<file path="src/rtl/load_store_unit.sv">
// load_store_unit: single-outstanding load/store unit between an in-order
// pipeline and a word-wide data memory with combinational read.
// Sub-word stores are read-modify-write; SW writes directly.
//
// Ports
//   clk, rst_n          clock, asynchronous active-low reset
//   req_valid/req_ready request handshake (ready only in IDLE)
//   req_we              1 = store, 0 = load
//   req_funct3          RISC-V width/sign encoding
//   req_addr            byte address
//   req_wdata           store data, right-aligned
//   resp_valid          one-cycle completion pulse
//   resp_rdata          extended load data (0 for stores/errors)
//   resp_err            misaligned or illegal funct3
//   mem_addr            word-aligned memory address (0 when idle)
//   mem_wdata, mem_we   memory write word / enable (WRITE state only)
//   mem_rdata           combinational read of word at mem_addr
module load_store_unit #(
  parameter int ADDR_WIDTH = 32
) (
  input  logic                  clk,
  input  logic                  rst_n,
  input  logic                  req_valid,
  output logic                  req_ready,
  input  logic                  req_we,
  input  logic [2:0]            req_funct3,
  input  logic [ADDR_WIDTH-1:0] req_addr,
  input  logic [31:0]           req_wdata,
  output logic                  resp_valid,
  output logic [31:0]           resp_rdata,
  output logic                  resp_err,
  output logic [ADDR_WIDTH-1:0] mem_addr,
  output logic [31:0]           mem_wdata,
  output logic                  mem_we,
  input  logic [31:0]           mem_rdata
);

  typedef enum logic [1:0] {IDLE, READ, WRITE, RESP} state_t;

  state_t                r_state, w_next;
  logic                  r_we, r_err;
  logic [2:0]            r_f3;
  logic [ADDR_WIDTH-1:0] r_addr;
  logic [31:0]           r_wdata, r_word;

  logic        w_accept, w_err;
  logic [7:0]  w_byte;
  logic [15:0] w_half;
  logic [31:0] w_load, w_merged;

  assign w_accept = req_valid && (r_state == IDLE);

  // Illegal encodings and misalignment are resolved at accept time so the
  // FSM can skip the memory entirely for errors.
  always_comb begin
    w_err = 1'b1;
    case (req_funct3)
      3'b000:  w_err = 1'b0;
      3'b001:  w_err = req_addr[0];
      3'b010:  w_err = (req_addr[1:0] != 2'b00);
      3'b100:  w_err = req_we;
      3'b101:  w_err = req_we | req_addr[0];
      default: w_err = 1'b1;
    endcase
  end

  always_comb begin
    w_next = r_state;
    case (r_state)
      IDLE: if (w_accept) begin
        if (w_err)                        w_next = RESP;
        else if (!req_we)                 w_next = READ;
        else if (req_funct3[1:0] == 2'b10) w_next = WRITE;
        else                              w_next = READ;
      end
      READ:    w_next = r_we ? WRITE : RESP;
      WRITE:   w_next = RESP;
      RESP:    w_next = IDLE;
      default: w_next = IDLE;
    endcase
  end

  always_ff @(posedge clk or negedge rst_n) begin
    if (!rst_n) begin
      r_state <= IDLE;
      r_we    <= 1'b0;
      r_err   <= 1'b0;
      r_f3    <= 3'b000;
      r_addr  <= '0;
      r_wdata <= '0;
      r_word  <= '0;
    end else begin
      r_state <= w_next;
      if (w_accept) begin
        r_we    <= req_we;
        r_err   <= w_err;
        r_f3    <= req_funct3;
        r_addr  <= req_addr;
        r_wdata <= req_wdata;
      end
      if (r_state == READ) r_word <= mem_rdata;
    end
  end

  // Little-endian lane selection from the captured word.
  always_comb begin
    w_byte = r_word[7:0];
    case (r_addr[1:0])
      2'd0: w_byte = r_word[7:0];
      2'd1: w_byte = r_word[15:8];
      2'd2: w_byte = r_word[23:16];
      2'd3: w_byte = r_word[31:24];
      default: w_byte = r_word[7:0];
    endcase
    w_half = r_addr[1] ? r_word[31:16] : r_word[15:0];
  end

  always_comb begin
    w_load = r_word;
    case (r_f3)
      3'b000:  w_load = {{24{w_byte[7]}}, w_byte};
      3'b001:  w_load = {{16{w_half[15]}}, w_half};
      3'b100:  w_load = {24'h0, w_byte};
      3'b101:  w_load = {16'h0, w_half};
      default: w_load = r_word;
    endcase
  end

  // Merge store data into the old word; SW bypasses the merge.
  always_comb begin
    w_merged = r_word;
    case (r_f3[1:0])
      2'b00: case (r_addr[1:0])
        2'd0: w_merged[7:0]   = r_wdata[7:0];
        2'd1: w_merged[15:8]  = r_wdata[7:0];
        2'd2: w_merged[23:16] = r_wdata[7:0];
        2'd3: w_merged[31:24] = r_wdata[7:0];
        default: w_merged = r_word;
      endcase
      2'b01: if (r_addr[1]) w_merged[31:16] = r_wdata[15:0];
             else           w_merged[15:0]  = r_wdata[15:0];
      default: w_merged = r_wdata;
    endcase
  end

  // All outputs decode from state, so the asynchronous reset forces them
  // to their idle values immediately (including dropping mem_we).
  always_comb begin
    req_ready  = (r_state == IDLE);
    mem_we     = (r_state == WRITE);
    mem_addr   = '0;
    mem_wdata  = '0;
    resp_valid = (r_state == RESP);
    resp_err   = 1'b0;
    resp_rdata = '0;
    if (r_state == READ || r_state == WRITE)
      mem_addr = {r_addr[ADDR_WIDTH-1:2], 2'b00};
    if (r_state == WRITE) mem_wdata = w_merged;
    if (r_state == RESP) begin
      resp_err = r_err;
      if (!r_err && !r_we) resp_rdata = w_load;
    end
  end

endmodule

</file>
<file path="config.mk">
export PLATFORM = sky130hd
export DESIGN_NAME = load_store_unit
export DESIGN_NICKNAME = d
export VERILOG_FILES = /design/src/rtl/load_store_unit.sv
export SDC_FILE = /design/constraint.sdc
export NUM_CORES = 1
export LEC_CHECK = 0
export ABC_AREA = 0
export BUFFER_PORTS_ARGS = -buffer_cell sky130_fd_sc_hd__buf_2
export CORE_MARGIN = 10
export CORE_UTILIZATION = 30
export CTS_CLUSTER_SIZE = 12
export DETAILED_ROUTE_END_ITERATION = 7
export PLACE_DENSITY = 0.48
export SLEW_MARGIN = 40
export SYNTH_ARGS = -nofsm -noshare
export SYNTH_HDL_FRONTEND = slang
export SYNTH_SLANG_ARGS = --single-unit
export TNS_END_PERCENT = 10
</file>
<file path="constraint.sdc">
create_clock -name clk -period 3.4 [get_ports clk]
set_input_delay 0.17 -clock clk [delete_from_list [all_inputs] [get_ports clk]]
set_output_delay 0.17 -clock clk [all_outputs]
set_load 0.02 [all_outputs]
</file>
==> reports/results.ini <==
[outcome]
status=finished, violations left
violations=design-rule violations

[critical_path]
cp_top_family=flip-flops
crit_path_top_delay_cell=dfrtp_1
arrival_ns=2.56
cp-end-kind=output port
path_cells=mux2_2 > a22oi_2 > o21a_2 > nor3_1 > buf_2
max_stage_delay_ns=0.78
start_kind=flip-flop
cp_max_fo=17
crit_buf_inv=1
crit_type=reg2out
worstPathRequired_ns=3.23

[floorplanning]
fp.dieW_um=161
io-pin-count=203
core_area_sq_mm=0.0195
rows=51
die_y_um=161
start_util_pct=30.6
dieArea_sq_mm=0.0260

[clock_network]
cts_resized=0
root_buffer=clkbuf_16
cts_htree_levels=3
post_cts_buffers=0
cts_tree=done
cts.clk_slew.worst_paths_ns=0.08
cts-buffers-inserted=9
cts_buffer_depth=2
clock_latency_ns=0.36
clkSinkCount=103
cts_hold_buf=1

[placement]
port_buffers=200
dp_cells=966
pre_cts_ws_ns=0.959
hpwl_um=15800
globalplace.congestion=0.851
placed_area_sq_mm=0.00719

[logic_synthesis]
async_reset_ff_share_pct=100
syn_area_sq_mm=0.00598
synth-seq-cells=103
yosys-top-cells-area=dfrtp_1, mux2_2, and2_1
synth.top_cell.area_share_pct=43.1
synth.avg_cell_area_sq_um=11.2
yosysTopAreaCell=dfrtp_1
yosysWarnings=0
syn_inst=536
synth_edf_count=0
ys_seq_area_share_pct=43.1
synth.distinct_cells=42
synthFlopType=dfrtp_1

[timing]
maxSlewHeadroom_pct=44.9
setup_viol=0
fin_ws_ns=0.666
tightest_slew_ns=0.826
rsz0062_at_grt=no
skew_ns=0.00835
finalCritPeriodShare_pct=80.4
fmax_ghz=0.366
hold_ws_ns=0.0379
finalHoldViolCount=0
slew_viol_final=0
fin_setup_tns_ns=0
min_period_ns=2.73

[layout]
final_common_cell=buf_2
drive_above_1_share_pct=50.4
syn_to_final_growth_pct=25.6
final_cell_mix=buf_2, mux2_2, dfrtp_1
nNetsFinal=820
fin_cells=987
fin_util_pct=38.4
design_area_sq_mm=0.00751

[grt]
grt_use_met1_pct=19.8
grt_first_pass_wirelength_um=31700
grt_start_max_net_pins=64
grt_usage_pct=15.5
grt_pass1_vias=5393
gr-total-overflow=0
grt_most_used_layer=met2
use_met3_pct=6.99
antenna_found_initial=7
gr-usage-met2_pct=22.9

[detailed_routing]
routed-via-count=4998
drc=3
wl_per_cell_um=21.0
drt_iter0_markers=276
vias_per_cell=5.06
ant_nets=0
dr.pass1.iters=8
routed_wirelength_um=20700

[power]
ir_worst_vdd_mv=0.606
finalPower_mw=8.38
leakage_nw=3.50
power_density_mw_per_mm2=1120

[worst_hold_path]
worstHoldPathType=in2reg

[run]
drv_cap=0

## sequential cells by signal, indices dropped and copies added (netlist names)
register  count
r_addr       32
r_err         1
r_f3          3
r_state       2
r_wdata      32
r_we          1
r_word       32
## synth_stat cells, drive strengths merged (9+ instances only)
library cell,count
a21oi,10
nand2,21
nor2b,28
o22ai,17
clkbuf,18
nor3,16
nand2b,11
a222oi,16
mux2,135
buf,25
and2,31
dfrtp,103
mux2i,16
a22oi,9
nor2,35
## final timing paths
check / startpoint / end / slack, ns / depth (start not counted)
max in group asynchronous: rst_n / r_wdata[5]$_DFFE_PN0P_ / 2.38 / 3
worst max register to register: r_state[0]$_DFFE_PN0P_ / r_wdata[4]$_DFFE_PN0P_ / 1.20 / 5
worst min register to register: r_addr[27]$_DFFE_PN0P_ / r_addr[27]$_DFFE_PN0P_ / 0.50 / 1
min in group asynchronous: rst_n / r_word[31]$_DFFE_PN0N_ / 0.36 / 2
worst min-delay path: req_addr[27] / r_addr[27]$_DFFE_PN0P_ / 0.04 / 2
worst max-delay path: r_addr[0]$_DFFE_PN0P_ / resp_rdata[18] / 0.67 / 5
## routing by layer
metal  routed length, um  share of wire (%)
met1                9030                 44
met2                9160                 44
met3                2200                 11
met4                 313                1.5
met5                  32               0.15
## logic make-up (layout without fill, tap and decap cells)
logic type	count (synthesis)	after routing	share of synthesized area (%)
AO/OA/AOI/OAI	71	71	9.15
multiplexers	151	151	28.1
AND/OR/NAND/NOR	155	155	14.7
flip-flops	103	103	43.1
buffers and inverters	51	232	4.08
other	1	6	0.0627
adder cells (fa/ha/maj)	4	4	0.837
## power breakdown
part	leakage [nW]	internal [mW]	switching [mW]
registers	1.22	1.86	0.818
clock network	0.145	0.516	0.524
logic	2.14	2.11	2.56
total	3.50	4.48	3.90
## area by class of cell
class	count	area, sq um
Multi-Input combinational cell	383	3170
Clock buffer	9	225
Clock inverter	7	67.6
Antenna cell	4	10.0
Tap cell	265	332
Inverter	8	30.0
Timing Repair Buffer	208	1090
Sequential cell	103	2580
Fill cell	1963	12000
No activity file was read; power rests on OpenSTA's default activity.
